===== src/rtl/fb_line_drawer_if.sv =====
// ---------------------------------------------------------------------------
// fb_line_drawer_if
//   Bundles the command handshake of the line/clear drawing engine and the
//   RAM write port it drives into one interface.
//
//   Command side (driven by master, sampled by the engine):
//     cmd_valid       command present this cycle
//     cmd_clear       1 = clear whole buffer, 0 = draw line
//     x0, x1          line endpoint x (9 bit, unsigned)
//     y0, y1          line endpoint y (8 bit, unsigned)
//     color           pixel value written
//   Engine side (driven by the engine / slave):
//     cmd_ready       engine idle, command accepted on cmd_valid & cmd_ready
//     busy            command in progress (inverse of cmd_ready)
//     done            one-cycle pulse after the last write of a command
//     write_address   RAM write address
//     ram_in          RAM write data
//     we              RAM write enable
// ---------------------------------------------------------------------------
interface fb_line_drawer_if #(
  parameter int ADDR_WIDTH = 17
);
  logic                  cmd_valid;
  logic                  cmd_ready;
  logic                  cmd_clear;
  logic [8:0]            x0;
  logic [8:0]            x1;
  logic [7:0]            y0;
  logic [7:0]            y1;
  logic                  color;
  logic                  busy;
  logic                  done;
  logic [ADDR_WIDTH-1:0] write_address;
  logic                  ram_in;
  logic                  we;

  modport master (
    output cmd_valid, cmd_clear, x0, x1, y0, y1, color,
    input  cmd_ready, busy, done, write_address, ram_in, we
  );

  modport slave (
    input  cmd_valid, cmd_clear, x0, x1, y0, y1, color,
    output cmd_ready, busy, done, write_address, ram_in, we
  );
endinterface


===== src/rtl/fb_line_drawer.sv =====
// ---------------------------------------------------------------------------
// fb_line_drawer
//   Drawing engine in front of the 1-bpp framebuffer RAM. Accepts line and
//   clear commands and issues at most one RAM write per clock. Lines are
//   rasterised with integer Bresenham; clear walks every framebuffer address
//   in ascending order. Pixels outside the framebuffer still take their cycle
//   but are never written.
//
//   Ports:
//     clk     system clock (shared with the framebuffer RAM)
//     reset   synchronous, active-high reset
//     bus     fb_line_drawer_if.slave: command handshake and RAM write port
//             (write_address / ram_in / we are registered outputs)
// ---------------------------------------------------------------------------
module fb_line_drawer #(
  parameter int FB_WIDTH   = 320,
  parameter int FB_HEIGHT  = 240,
  parameter int ADDR_WIDTH = 17
) (
  input  logic            clk,
  input  logic            reset,
  fb_line_drawer_if.slave bus
);

  localparam logic [ADDR_WIDTH-1:0] ROW_STRIDE = ADDR_WIDTH'(FB_WIDTH);
  localparam logic [ADDR_WIDTH-1:0] LAST_ADDR  = ADDR_WIDTH'(FB_WIDTH * FB_HEIGHT - 1);
  // One bit wider than the coordinates so a full 512/256 extent still compares correctly.
  localparam logic [9:0]            X_LIMIT    = 10'(FB_WIDTH);
  localparam logic [8:0]            Y_LIMIT    = 9'(FB_HEIGHT);

  typedef enum logic [1:0] {
    IDLE,
    SETUP,
    DRAW,
    CLEAR
  } state_t;

  state_t state, state_next;

  logic                  ready;
  logic                  accept;

  // Latched command and Bresenham working set.
  logic [8:0]            cur_x, end_x;
  logic [7:0]            cur_y, end_y;
  logic                  pen;
  logic signed [10:0]    dx, dy, err;
  logic                  step_left, step_up;

  // Registered RAM port and status.
  logic                  we_q, ram_in_q, done_q;
  logic [ADDR_WIDTH-1:0] addr_q;

  // Combinational datapath helpers.
  logic                  at_end, clear_end;
  logic [8:0]            abs_dx;
  logic [7:0]            abs_dy;
  logic signed [10:0]    setup_dx, setup_dy;
  logic signed [11:0]    e2, dx_w, dy_w;
  logic                  move_x, move_y;
  logic signed [10:0]    err_step;
  logic [8:0]            next_x, pt_x;
  logic [7:0]            next_y, pt_y;
  logic                  pt_in;
  logic [ADDR_WIDTH-1:0] pt_addr;

  // State register.
  always_ff @(posedge clk) begin
    if (reset) state <= IDLE;
    else       state <= state_next;
  end

  // Next-state and handshake outputs. A command is only taken while idle;
  // anything presented while busy is dropped rather than queued.
  always_comb begin
    state_next = state;
    ready      = 1'b0;
    accept     = 1'b0;
    case (state)
      IDLE: begin
        ready  = 1'b1;
        accept = bus.cmd_valid;
        if (bus.cmd_valid) state_next = bus.cmd_clear ? CLEAR : SETUP;
      end
      SETUP: state_next = DRAW;
      DRAW:  if (at_end) state_next = IDLE;
      CLEAR: if (clear_end) state_next = IDLE;
      default: state_next = IDLE;
    endcase
  end

  // Bresenham arithmetic. e2 = 2*err needs one extra bit; the x and y
  // decisions both use the same e2 so both error increments apply together.
  always_comb begin
    at_end    = (cur_x == end_x) && (cur_y == end_y);
    clear_end = (addr_q == LAST_ADDR);

    abs_dx    = (end_x >= cur_x) ? (end_x - cur_x) : (cur_x - end_x);
    abs_dy    = (end_y >= cur_y) ? (end_y - cur_y) : (cur_y - end_y);
    setup_dx  = signed'({2'b00, abs_dx});
    setup_dy  = -signed'({3'b000, abs_dy});

    e2        = {err, 1'b0};
    dx_w      = 12'(dx);
    dy_w      = 12'(dy);
    move_x    = (e2 >= dy_w);
    move_y    = (e2 <= dx_w);
    err_step  = err + (move_x ? dy : 11'sd0) + (move_y ? dx : 11'sd0);

    next_x    = cur_x;
    next_y    = cur_y;
    if (move_x) next_x = step_left ? (cur_x - 9'd1) : (cur_x + 9'd1);
    if (move_y) next_y = step_up   ? (cur_y - 8'd1) : (cur_y + 8'd1);

    // SETUP registers the first endpoint; DRAW registers the following point.
    pt_x      = (state == SETUP) ? cur_x : next_x;
    pt_y      = (state == SETUP) ? cur_y : next_y;
    pt_in     = ({1'b0, pt_x} < X_LIMIT) && ({1'b0, pt_y} < Y_LIMIT);
    pt_addr   = ADDR_WIDTH'(pt_y) * ROW_STRIDE + ADDR_WIDTH'(pt_x);
  end

  // Datapath and registered RAM port. The write registers are loaded on the
  // edge entering the cycle they describe, so each DRAW/CLEAR cycle presents
  // its own pixel. Address and data only move when a write is issued.
  always_ff @(posedge clk) begin
    if (reset) begin
      we_q      <= 1'b0;
      ram_in_q  <= 1'b0;
      addr_q    <= '0;
      done_q    <= 1'b0;
      cur_x     <= '0;
      cur_y     <= '0;
      end_x     <= '0;
      end_y     <= '0;
      pen       <= 1'b0;
      dx        <= '0;
      dy        <= '0;
      err       <= '0;
      step_left <= 1'b0;
      step_up   <= 1'b0;
    end else begin
      done_q <= 1'b0;
      case (state)
        IDLE: begin
          we_q <= 1'b0;
          if (accept) begin
            cur_x <= bus.x0;
            cur_y <= bus.y0;
            end_x <= bus.x1;
            end_y <= bus.y1;
            pen   <= bus.color;
            if (bus.cmd_clear) begin
              we_q     <= 1'b1;
              addr_q   <= '0;
              ram_in_q <= bus.color;
            end
          end
        end
        SETUP: begin
          dx        <= setup_dx;
          dy        <= setup_dy;
          err       <= setup_dx + setup_dy;
          step_left <= (end_x < cur_x);
          step_up   <= (end_y < cur_y);
          we_q      <= pt_in;
          if (pt_in) begin
            addr_q   <= pt_addr;
            ram_in_q <= pen;
          end
        end
        DRAW: begin
          if (at_end) begin
            we_q   <= 1'b0;
            done_q <= 1'b1;
          end else begin
            cur_x <= next_x;
            cur_y <= next_y;
            err   <= err_step;
            we_q  <= pt_in;
            if (pt_in) begin
              addr_q   <= pt_addr;
              ram_in_q <= pen;
            end
          end
        end
        CLEAR: begin
          if (clear_end) begin
            we_q   <= 1'b0;
            done_q <= 1'b1;
          end else begin
            addr_q <= addr_q + ADDR_WIDTH'(1);
          end
        end
        default: we_q <= 1'b0;
      endcase
    end
  end

  assign bus.cmd_ready     = ready;
  assign bus.busy          = ~ready;
  assign bus.done          = done_q;
  assign bus.we            = we_q;
  assign bus.ram_in        = ram_in_q;
  assign bus.write_address = addr_q;

endmodule


===== src/flat_wrapper.sv =====
// flat-port wrapper written by rule: the top's interface ports become plain ports
module fb_line_drawer_flat 
#(
  parameter int FB_WIDTH   = 320,
  parameter int FB_HEIGHT  = 240,
  parameter int ADDR_WIDTH = 17
)
  (clk, reset, bus_cmd_valid, bus_cmd_clear, bus_x0, bus_x1, bus_y0, bus_y1, bus_color, bus_cmd_ready, bus_busy, bus_done, bus_write_address, bus_ram_in, bus_we);
  fb_line_drawer_if #(.ADDR_WIDTH(ADDR_WIDTH)) bus_i ();
  input  logic clk;
  input  logic reset;
  input wire logic [$bits(bus_i.cmd_valid)-1:0] bus_cmd_valid;
  input wire logic [$bits(bus_i.cmd_clear)-1:0] bus_cmd_clear;
  input wire logic [$bits(bus_i.x0)-1:0] bus_x0;
  input wire logic [$bits(bus_i.x1)-1:0] bus_x1;
  input wire logic [$bits(bus_i.y0)-1:0] bus_y0;
  input wire logic [$bits(bus_i.y1)-1:0] bus_y1;
  input wire logic [$bits(bus_i.color)-1:0] bus_color;
  output wire logic [$bits(bus_i.cmd_ready)-1:0] bus_cmd_ready;
  output wire logic [$bits(bus_i.busy)-1:0] bus_busy;
  output wire logic [$bits(bus_i.done)-1:0] bus_done;
  output wire logic [$bits(bus_i.write_address)-1:0] bus_write_address;
  output wire logic [$bits(bus_i.ram_in)-1:0] bus_ram_in;
  output wire logic [$bits(bus_i.we)-1:0] bus_we;
  assign bus_i.cmd_valid = bus_cmd_valid;
  assign bus_i.cmd_clear = bus_cmd_clear;
  assign bus_i.x0 = bus_x0;
  assign bus_i.x1 = bus_x1;
  assign bus_i.y0 = bus_y0;
  assign bus_i.y1 = bus_y1;
  assign bus_i.color = bus_color;
  assign bus_cmd_ready = bus_i.cmd_ready;
  assign bus_busy = bus_i.busy;
  assign bus_done = bus_i.done;
  assign bus_write_address = bus_i.write_address;
  assign bus_ram_in = bus_i.ram_in;
  assign bus_we = bus_i.we;
  fb_line_drawer #(.FB_WIDTH(FB_WIDTH), .FB_HEIGHT(FB_HEIGHT), .ADDR_WIDTH(ADDR_WIDTH)) u_core (.clk(clk), .reset(reset), .bus(bus_i));
endmodule

===== config.mk =====
export PLATFORM = sky130hd
export DESIGN_NAME = fb_line_drawer_flat
export DESIGN_NICKNAME = d
export VERILOG_FILES = /design/src/rtl/fb_line_drawer_if.sv /design/src/rtl/fb_line_drawer.sv /design/src/flat_wrapper.sv
export SDC_FILE = /design/constraint.sdc
export NUM_CORES = 1
export LEC_CHECK = 0
export BUFFER_PORTS_ARGS = -buffer_cell sky130_fd_sc_hd__buf_2
export CAP_MARGIN = 5
export CORE_UTILIZATION = 40
export DETAILED_ROUTE_END_ITERATION = 16
export SYNTH_ARGS = -nofsm -noshare
export SYNTH_HDL_FRONTEND = slang
export SYNTH_SLANG_ARGS = --single-unit

===== constraint.sdc =====
create_clock -name clk -period 4.48 [get_ports clk]
set_input_delay 0.448 -clock clk [delete_from_list [all_inputs] [get_ports clk]]
set_output_delay 0.448 -clock clk [all_outputs]
set_load 0.005 [all_outputs]

==> results of run 1 <==
==> cell usage in the layout, fill, tap and decap left out, types with 8 or more instances in the layout <==
cell type  Yosys  layout
nand2b_1       8       8
a211oi_1      30      29
dfxtp_1       90      84
fa_1          19      16
inv_1        114     114
nor3_1        17      16
xor2_1        25      24
nand4_1       10      10
a21oi_1       95      88
nand3_1       25      24
or3_1         13      13
buf_2          3      60
o21ai_0       40      33
ha_1         102      99
a21oi_2        2       9
nor2_1        90      87
nand2_1      127     127
mux2i_1       17      16
a21o_1        29      29
a22oi_1        9       9
o22ai_1       12      12
buf_4          1      57
clkbuf_16      0       9
xnor2_1       57      51
==> metrics by stage <==
stage	worst slack, ns	setup TNS (ns)
final	0.2163	0
after global routing	-0.03974	-0.06627
after CTS	0.01920	0
after detailed placement	-0.02027	-0.03018
after global placement	0.06675	0
after floorplan	-0.03499	-0.03499
==> synth_stat cells, types with 13 or more instances <==
library cell,instances
a211oi_1,30
a21o_1,29
a21oi_1,95
clkbuf_1,35
dfxtp_1,90
fa_1,19
ha_1,102
inv_1,114
mux2i_1,17
nand2_1,127
nand3_1,25
nor2_1,90
nor3_1,17
o21ai_0,40
or3_1,13
xnor2_1,57
xor2_1,25
==> flip-flops by register name (all words and copies together) (netlist names), named ones only <==
name,flops
u_core.bus.done,1
u_core.cur_x,9
u_core.pen,1
u_core.bus.ram_in,1
u_core.state,2
u_core.bus.we,1
u_core.step_up,1
u_core.step_left,1
u_core.dx,9
u_core.cur_y,6
u_core.err,11
u_core.end_y,8
u_core.dy,11
u_core.end_x,9
u_core.bus.write_address,17
==> worst reg2reg max path, delay by kind of cell, from the launching register on <==
kind                       cells  cell delay, ns
AOI/OAI and AO/OA             10            1.85
adders and majority gates      3            1.16
and+or+nand+nor                4            0.54
DFF                            1            0.33
xor gates and xnor gates       1            0.15
buffers and inverters          2            0.11
==> cell type report <==
type	instances	area, µm²
Fill cell	2124	11110
Inverter	114	427.9
Timing Repair Buffer	118	739.5
Tap cell	275	344.1
Clock buffer	9	225.2
Clock inverter	7	66.31
Sequential cell	90	1809
Multi-Input combinational cell	856	6369
==> layer usage <==
layer,wire (µm),up-vias,share of wire,GRT usage
met4,686,0,0.027,0.07959
li1,-,4022,-,-
met2,11780,189,0.47,0.3900
met1,11420,3731,0.45,0.3026
met5,0,-,0,0
met3,1215,32,0.048,0.03914
==> logic make-up after synthesis <==
| logic type | count (synthesis) | synth area share |
|---|---|---|
| buffers and inverters | 160 | 0.07303 |
| xor gates and xnor gates | 83 | 0.08578 |
| DFF | 90 | 0.2087 |
| muxes | 21 | 0.02492 |
| and+or+nand+nor | 333 | 0.1829 |
| adders and majority gates | 121 | 0.1919 |
| AOI/OAI and AO/OA | 298 | 0.2329 |
==> repair_timing <==
| action | 4_1_cts | 5_1_grt |
|---|---|---|
| hold buffers | 0 | 0 |
| pin swaps | 0 | 17 |
| gates resized for setup | 3 | 46 |
| buffers inserted | 0 | 8 |
| endpoints found under the setup margin | 2 | 11 |
==> how the worst min path moves through the flow <==
stage	end	slack, ns
finish	u_core.end_y[7]$_SDFFE_PP0P_	0.32
global route	u_core.end_x[6]$_SDFFE_PP0P_	0.33
CTS	u_core.end_y[7]$_SDFFE_PP0P_	0.31
detailed placement	u_core.end_x[8]$_SDFFE_PP0P_	0.45
global placement	u_core.pen$_SDFFE_PP0P_	0.45
floorplan	u_core.pen$_SDFFE_PP0P_	0.44
==> key figures, run 1 <==
Hold path
  – Hold crit path type: in -> reg
  – Min-delay src: bus_y1[7]
  – Cells on Worst Hold Path: 3

Floorplanning
  – IO Pins: 61
  – Die ar.: 0.02218 mm²
  – Row count: 53
  – Horiz. Die Dim: 148.9 µm
  – Core Region: 0.02109 mm²
  – Die Height: 148.9 µm
  – Initial core utilization: 0.4095

Final layout
  – Post-Route Utilization: 0.4733
  – Fin area: 0.009981 mm²
  – Post-Layout Cell Count: 1469
  – Fraction of final layout cells sized beyond drive strength 1: 0.1717
  – Nets: 1349
  – Diode count: 0
  – Synth-to-Final Area Change: 15.59%

Setup path
  – Worst Path Arrival: 4.49 ns
  – CP delay by family, top: compound AO/OA/AOI/OAI gates
  – RR Endpoint: u_core.err[10]$_SDFFE_PP0P_
  – Worst setup endpoint: u_core.err[10]$_SDFFE_PP0P_
  – WP depth: 20
  – Startpoint Class: register
  – Worst Path Buf+Inv: 2
  – CP Launch Point: u_core.dx[3]$_SDFFE_PP0P_
  – CP max-delay cell: fa_2
  – Largest stage delay on the critical path: 0.58 ns
  – Flop-to-flop setup slack: 0.22 ns
  – Critical-path cell list: inv_1 > ha_1 > and4b_1 > a211oi_2 > o2111ai_2 > o211ai_4 > nand2_1 > fa_2 > inv_1 > ha_1 > a21o_1 > a21oi_2 > o21ai_1 > o41a_1 > nand3_1 > nand2_1 > xnor2_2 > a21oi_1 > o22a_1 > o22ai_1
  – Critical path class: reg -> reg
  – CP Capture Type: register
  – Worst-path maximum fanout: 8
  – Worst R2R Path Depth: 20
  – R2R Path Start: u_core.dx[3]$_SDFFE_PP0P_
  – Worst path required time: 4.70 ns

STA
  – Period utilization: 0.9517
  – Achievable Freq: 234.5 MHz
  – Hold Worst Slack: 0.3198 ns
  – Hold Vio Cnt, Final: 0
  – Slew margin rel.: 0.2111
  – Worst slew pin tran: 1.179 ns
  – Final Skew: 0.01482 ns
  – Max Slew Vio Count: 0
  – RSZ-0062 raised after global routing: yes
  – Fin crit period: 4.264 ns
  – Final setup viols: 0

Synth
  – Syn_nets: 1266
  – Synth top area share: 0.2087
  – Synthesized cell area: 0.008635 mm²
  – Top_reg_cell synth: dfxtp_1
  – Mean post-synth cell area: 7.807 µm²
  – Synth async-reset ratio: 0
  – Post-synth EDFFs: 0
  – Cell variety after synth: 80
  – Largest cells by area after synthesis: dfxtp_1 (21%), ha_1 (15%), xnor2_1 (5.8%)
  – Post-synth top area cell: dfxtp_1
  – Cell count after synthesis: 1106
  – Yosys warning count: 0
  – Yosys reg bits: 90
  – Sequential area share after synthesis: 0.2087

Global routing
  – First-pass GRT wire length: 40.38 mm
  – Total GRT Usage: 0.2334
  – Number of global-route vias before repair: 7782
  – Largest net degree at the start of global routing: 60
  – GRT Residual Overflow: 0
  – Antenna violations before repair: 0

Placement
  – Port Buffers: 60
  – Inst Count DP: 1445
  – Hpwl dp: 19.44 mm
  – GPL Wtd Cong: 0.9010
  – Placed cell area: 0.009454 mm²

Flow run
  – # Max-Cap Violations: 0

CTS
  – Clock root buffer: clkbuf_16
  – Clk slew on worst S/H paths: 0.08 ns
  – CTS tree: done
  – CTS Buf Count: 9
  – Clock Latency Late Sink: 0.36 ns
  – Clock sink count: 90
  – H-tree Lvls: 3
  – Clock Tree Buf Depth: 2

Detailed routing
  – DRC viols: 0
  – Pre-Repair DR Iteration Count: 6
  – Vias post-DR: 7974
  – Iteration-0 DRC Markers: 478
  – Routed wire per std cell: 17.09 µm
  – Antenna Nets Post-Route: 0
  – Vias per cell: 5.428
  – Total wire length: 25.10 mm

Run status
  – Status: finished clean
Power of run 1 is not shown: default switching activity piles up to over one toggle a cycle in this logic, so the estimate is an artifact.
==> inputs of run 2 (changes only) <==
- ABC_AREA: not set -> 1
==> run 2 against run 1 <==
  * Die area up 3.7%
  * Non-clock buffer count down 36
  * Register-to-register slack better by 0.08 ns
  * Worst hold slack better by 0.048 ns
  * Synthesized cell count up 24%
  * Area after synthesis up 3.8%
  * Clock skew down 0.0057 ns
  * Sequential cell count unchanged
  * Routed wire length up 5.3%
  * Cell count up 16%
  * Global-route usage up 0.28 points
  * Design area up 0.66%
  * Critical endpoint is now u_core.err[7]$_SDFFE_PP0P_
==> key figures, run 2 <==
Setup path
  – Worst R2R Path Depth: 24 (+20%)
  – CP Launch Point: u_core.cur_x[2]$_SDFFE_PP0P_
  – Worst Path Arrival: 4.44 ns (-0.05 ns)
  – R2R Path Start: u_core.cur_x[2]$_SDFFE_PP0P_
  – Worst setup endpoint: u_core.err[7]$_SDFFE_PP0P_
  – Startpoint Class: register
  – RR Endpoint: u_core.err[7]$_SDFFE_PP0P_
  – CP Capture Type: register
  – Critical path class: reg -> reg
  – Worst path required time: 4.74 ns (+0.04 ns)
  – Flop-to-flop setup slack: 0.30 ns (+0.08 ns)
  – Worst-path maximum fanout: 10 (+2)

Global routing
  – Total GRT Usage: 0.2362 (+0.002753)
  – Antenna violations before repair: 0 (unchanged)
  – First-pass GRT wire length: 42.05 mm (+4.1%)
  – Largest net degree at the start of global routing: 46 (-23%)
  – GRT Residual Overflow: 0 (unchanged)
  – Number of global-route vias before repair: 8326 (+7.0%)

Final layout
  – Nets: 1578 (+17%)
  – Fillers: 2334 (+9.9%)
  – Fraction of final layout cells sized beyond drive strength 1: 0.1068 (-0.06488)
  – Synth-to-Final Area Change: 12.15%
  – Post-Route Utilization: 0.4590 (-0.01434)
  – Max reg flops: 17 (unchanged)
  – Diode count: 0 (unchanged)
  – Most common cell after layout, fill and taps aside: nand2_1
  – Most frequent cells in the layout: nand2_1 (309), inv_1 (216), a21oi_1 (154)

CTS
  – Clock Latency Late Sink: 0.36 ns (about the same)
  – Clock sink count: 90 (unchanged)
  – CTS tree: done
  – Clock Tree Buf Depth: 2 (unchanged)
  – CTS Buf Count: 9 (unchanged)
  – Clock root buffer: clkbuf_16
  – Clk slew on worst S/H paths: 0.07 ns (about the same)
  – Hold buffers post-CTS: 0 (unchanged)
  – H-tree Lvls: 3 (unchanged)

Detailed routing
  – Pre-Repair DR Iteration Count: 5 (-1)
  – Routed wire per std cell: 15.51 µm (-9.2%)
  – Iteration-0 DRC Markers: 492 (+2.9%)
  – Total wire length: 26.42 mm (+5.3%)
  – Vias post-DR: 8962 (+12%)
  – Antenna Nets Post-Route: 0 (unchanged)
  – Vias per cell: 5.262 (-3.1%)
  – DRC viols: 0 (unchanged)

Floorplanning
  – Row count: 54 (+1.9%)
  – Horiz. Die Dim: 151.7 µm (+1.8%)
  – IO Pins: 61 (unchanged)
  – Core Region: 0.02189 mm² (+3.8%)
  – Die Height: 151.7 µm (+1.8%)
  – Die ar.: 0.02300 mm² (+3.7%)
  – Initial core utilization: 0.4092 (about the same)

Synth
  – Top-count cell post-synth: nand2_1
  – Syn_nets: 1531 (+21%)
  – Synth async-reset ratio: 0 (unchanged)
  – Post-synth top area cell: dfxtp_1
  – Synth top area share: 0.2011 (-0.007548)
  – Cell count after synthesis: 1371 (+24%)
  – Synth top cells by count: nand2_1 (310), inv_1 (216), a21oi_1 (158)
  – Synthesized cell area: 0.008959 mm² (+3.8%)
  – Largest cells by area after synthesis: dfxtp_1 (20%), ha_1 (14%), nand2_1 (13%)
  – Top_reg_cell synth: dfxtp_1
  – Post-synth EDFFs: 0 (unchanged)
  – Yosys warning count: 0 (unchanged)
  – Sequential area share after synthesis: 0.2011 (-0.007548)
  – Cell variety after synth: 47 (-41%)
  – Mean post-synth cell area: 6.534 µm² (-16%)
  – Yosys reg bits: 90 (unchanged)

STA
  – Worst slew pin tran: 1.259 ns (+0.07984 ns)
  – Final setup viols: 0 (unchanged)
  – Slew margin rel.: 0.1599 (-0.05125)
  – Fin crit period: 4.181 ns (-0.08229 ns)
  – RSZ-0062 raised after global routing: yes
  – Max Slew Vio Count: 0 (unchanged)
  – Period utilization: 0.9334 (-0.01837)
  – Hold Vio Cnt, Final: 0 (unchanged)
  – Achievable Freq: 239.2 MHz (+2.0%)
  – Final Skew: 0.009117 ns (-0.005698 ns)

Flow run
  – # Max-Cap Violations: 0 (unchanged)

Placement
  – Hpwl dp: 20.57 mm (+5.8%)
  – GPL Wtd Cong: 0.8955 (-0.61%)
  – Port Buffers: 60 (unchanged)

Hold path
  – Cells on Worst Hold Path: 3 (unchanged)
  – Hold crit path type: in -> reg

Run status
  – Status: finished clean
run 2: cell types whose count changed in the layout (fill, tap and decap cells not counted), moves of 35 or more:
| cell | before | now |
|---|---|---|
| buf_4 | 57 | 22 |
| xnor2_1 | 51 | 8 |
| nand2_1 | 127 | 309 |
| o21ai_0 | 33 | 88 |
| inv_1 | 114 | 216 |
| a21oi_1 | 88 | 154 |
| nand3_1 | 24 | 78 |
run 2: how the worst min path moves through the flow:
stage / to / slack, ns / start
2_1_floorplan: u_core.dy[1]$_SDFFE_PP0P_ / 0.45 / u_core.dy[1]$_SDFFE_PP0P_
3_3_place_gp: u_core.bus.write_address[15]$_SDFFE_PP0P_ / 0.47 / u_core.bus.write_address[15]$_SDFFE_PP0P_
3_5_place_dp: u_core.bus.write_address[15]$_SDFFE_PP0P_ / 0.48 / u_core.bus.write_address[15]$_SDFFE_PP0P_
4_1_cts: u_core.end_x[4]$_SDFFE_PP0P_ / 0.36 / bus_x1[4]
5_1_grt: u_core.end_y[2]$_SDFFE_PP0P_ / 0.38 / bus_y1[2]
6_report: u_core.end_x[4]$_SDFFE_PP0P_ / 0.37 / bus_x1[4]
run 2: cell families after synthesis:
family | share of synthesized area
compound gates | 0.2011
xor+xnor | 0.04693
mux | 0.001117
flops | 0.2011
simple gates | 0.2473
buf+inv | 0.1175
fa+ha+maj | 0.1849
run 2: worst max-delay path: stages (launching register included):
cell,delay (ns)
dfxtp_1,0.45
ha_2,0.39
a21oi_1,0.14
nand2_1,0.11
a21oi_1,0.14
o21ai_1,0.11
nand2_1,0.08
nand2_1,0.08
a21oi_1,0.20
nand2_2,0.19
o21ai_2,0.23
xor2_2,0.29
inv_1,0.08
ha_1,0.35
nand2_1,0.08
o21ai_0,0.25
a21oi_1,0.11
nor2_1,0.13
o21ai_0,0.09
nand2_1,0.12
a21oi_2,0.07
o21ai_2,0.08
o211ai_1,0.13
o211ai_1,0.13
inv_1,0.05
run 2: metal layers:
layer	track usage	routed length (µm)	share of wire	vias to the layer above
li1	-	-	-	4591
met1	0.3140	12320	0.47	4127
met2	0.3975	12370	0.47	212
met3	0.03054	1264	0.048	32
met4	0.06634	462	0.017	0
met5	0	0	0	-
run 2: layout make-up:
type | instances | area, µm² | area share
Clock buffer | 11 | 232.7 | 0.02316
Clock inverter | 5 | 150.1 | 0.01494
Inverter | 223 | 840.8 | 0.08369
Multi-Input combinational cell | 1012 | 6200 | 0.6171
Sequential cell | 90 | 1808 | 0.1800
Tap cell | 280 | 350.3 | 0.03487
Timing Repair Buffer | 82 | 465.4 | 0.04633
run 2: stage by stage:
stage          area (µm²)  instances  hold slack, ns  worst slack (ns)  setup TNS (ns)
2_1_floorplan        8959       1371          0.4518            0.7967               0
3_3_place_gp         9525       1682          0.4673           0.05480               0
3_5_place_dp         9525       1682          0.4780          -0.04101        -0.04101
4_1_cts              9911       1698          0.3560           0.08567               0
5_1_grt             10050       1703          0.3826          -0.06849        -0.06849
6_report            10050       1703          0.3680            0.2986               0
run 2: what timing repair did:
| item | in CTS | in global routing |
|---|---|---|
| setup buffers | 0 | 5 |
| pin swaps | 0 | 3 |
| endpoints found under the setup margin | 1 | 7 |
| endpoints found under the hold margin | 0 | 0 |
| gates resized for setup | 2 | 23 |
Power of run 2 is left out for the same reason.
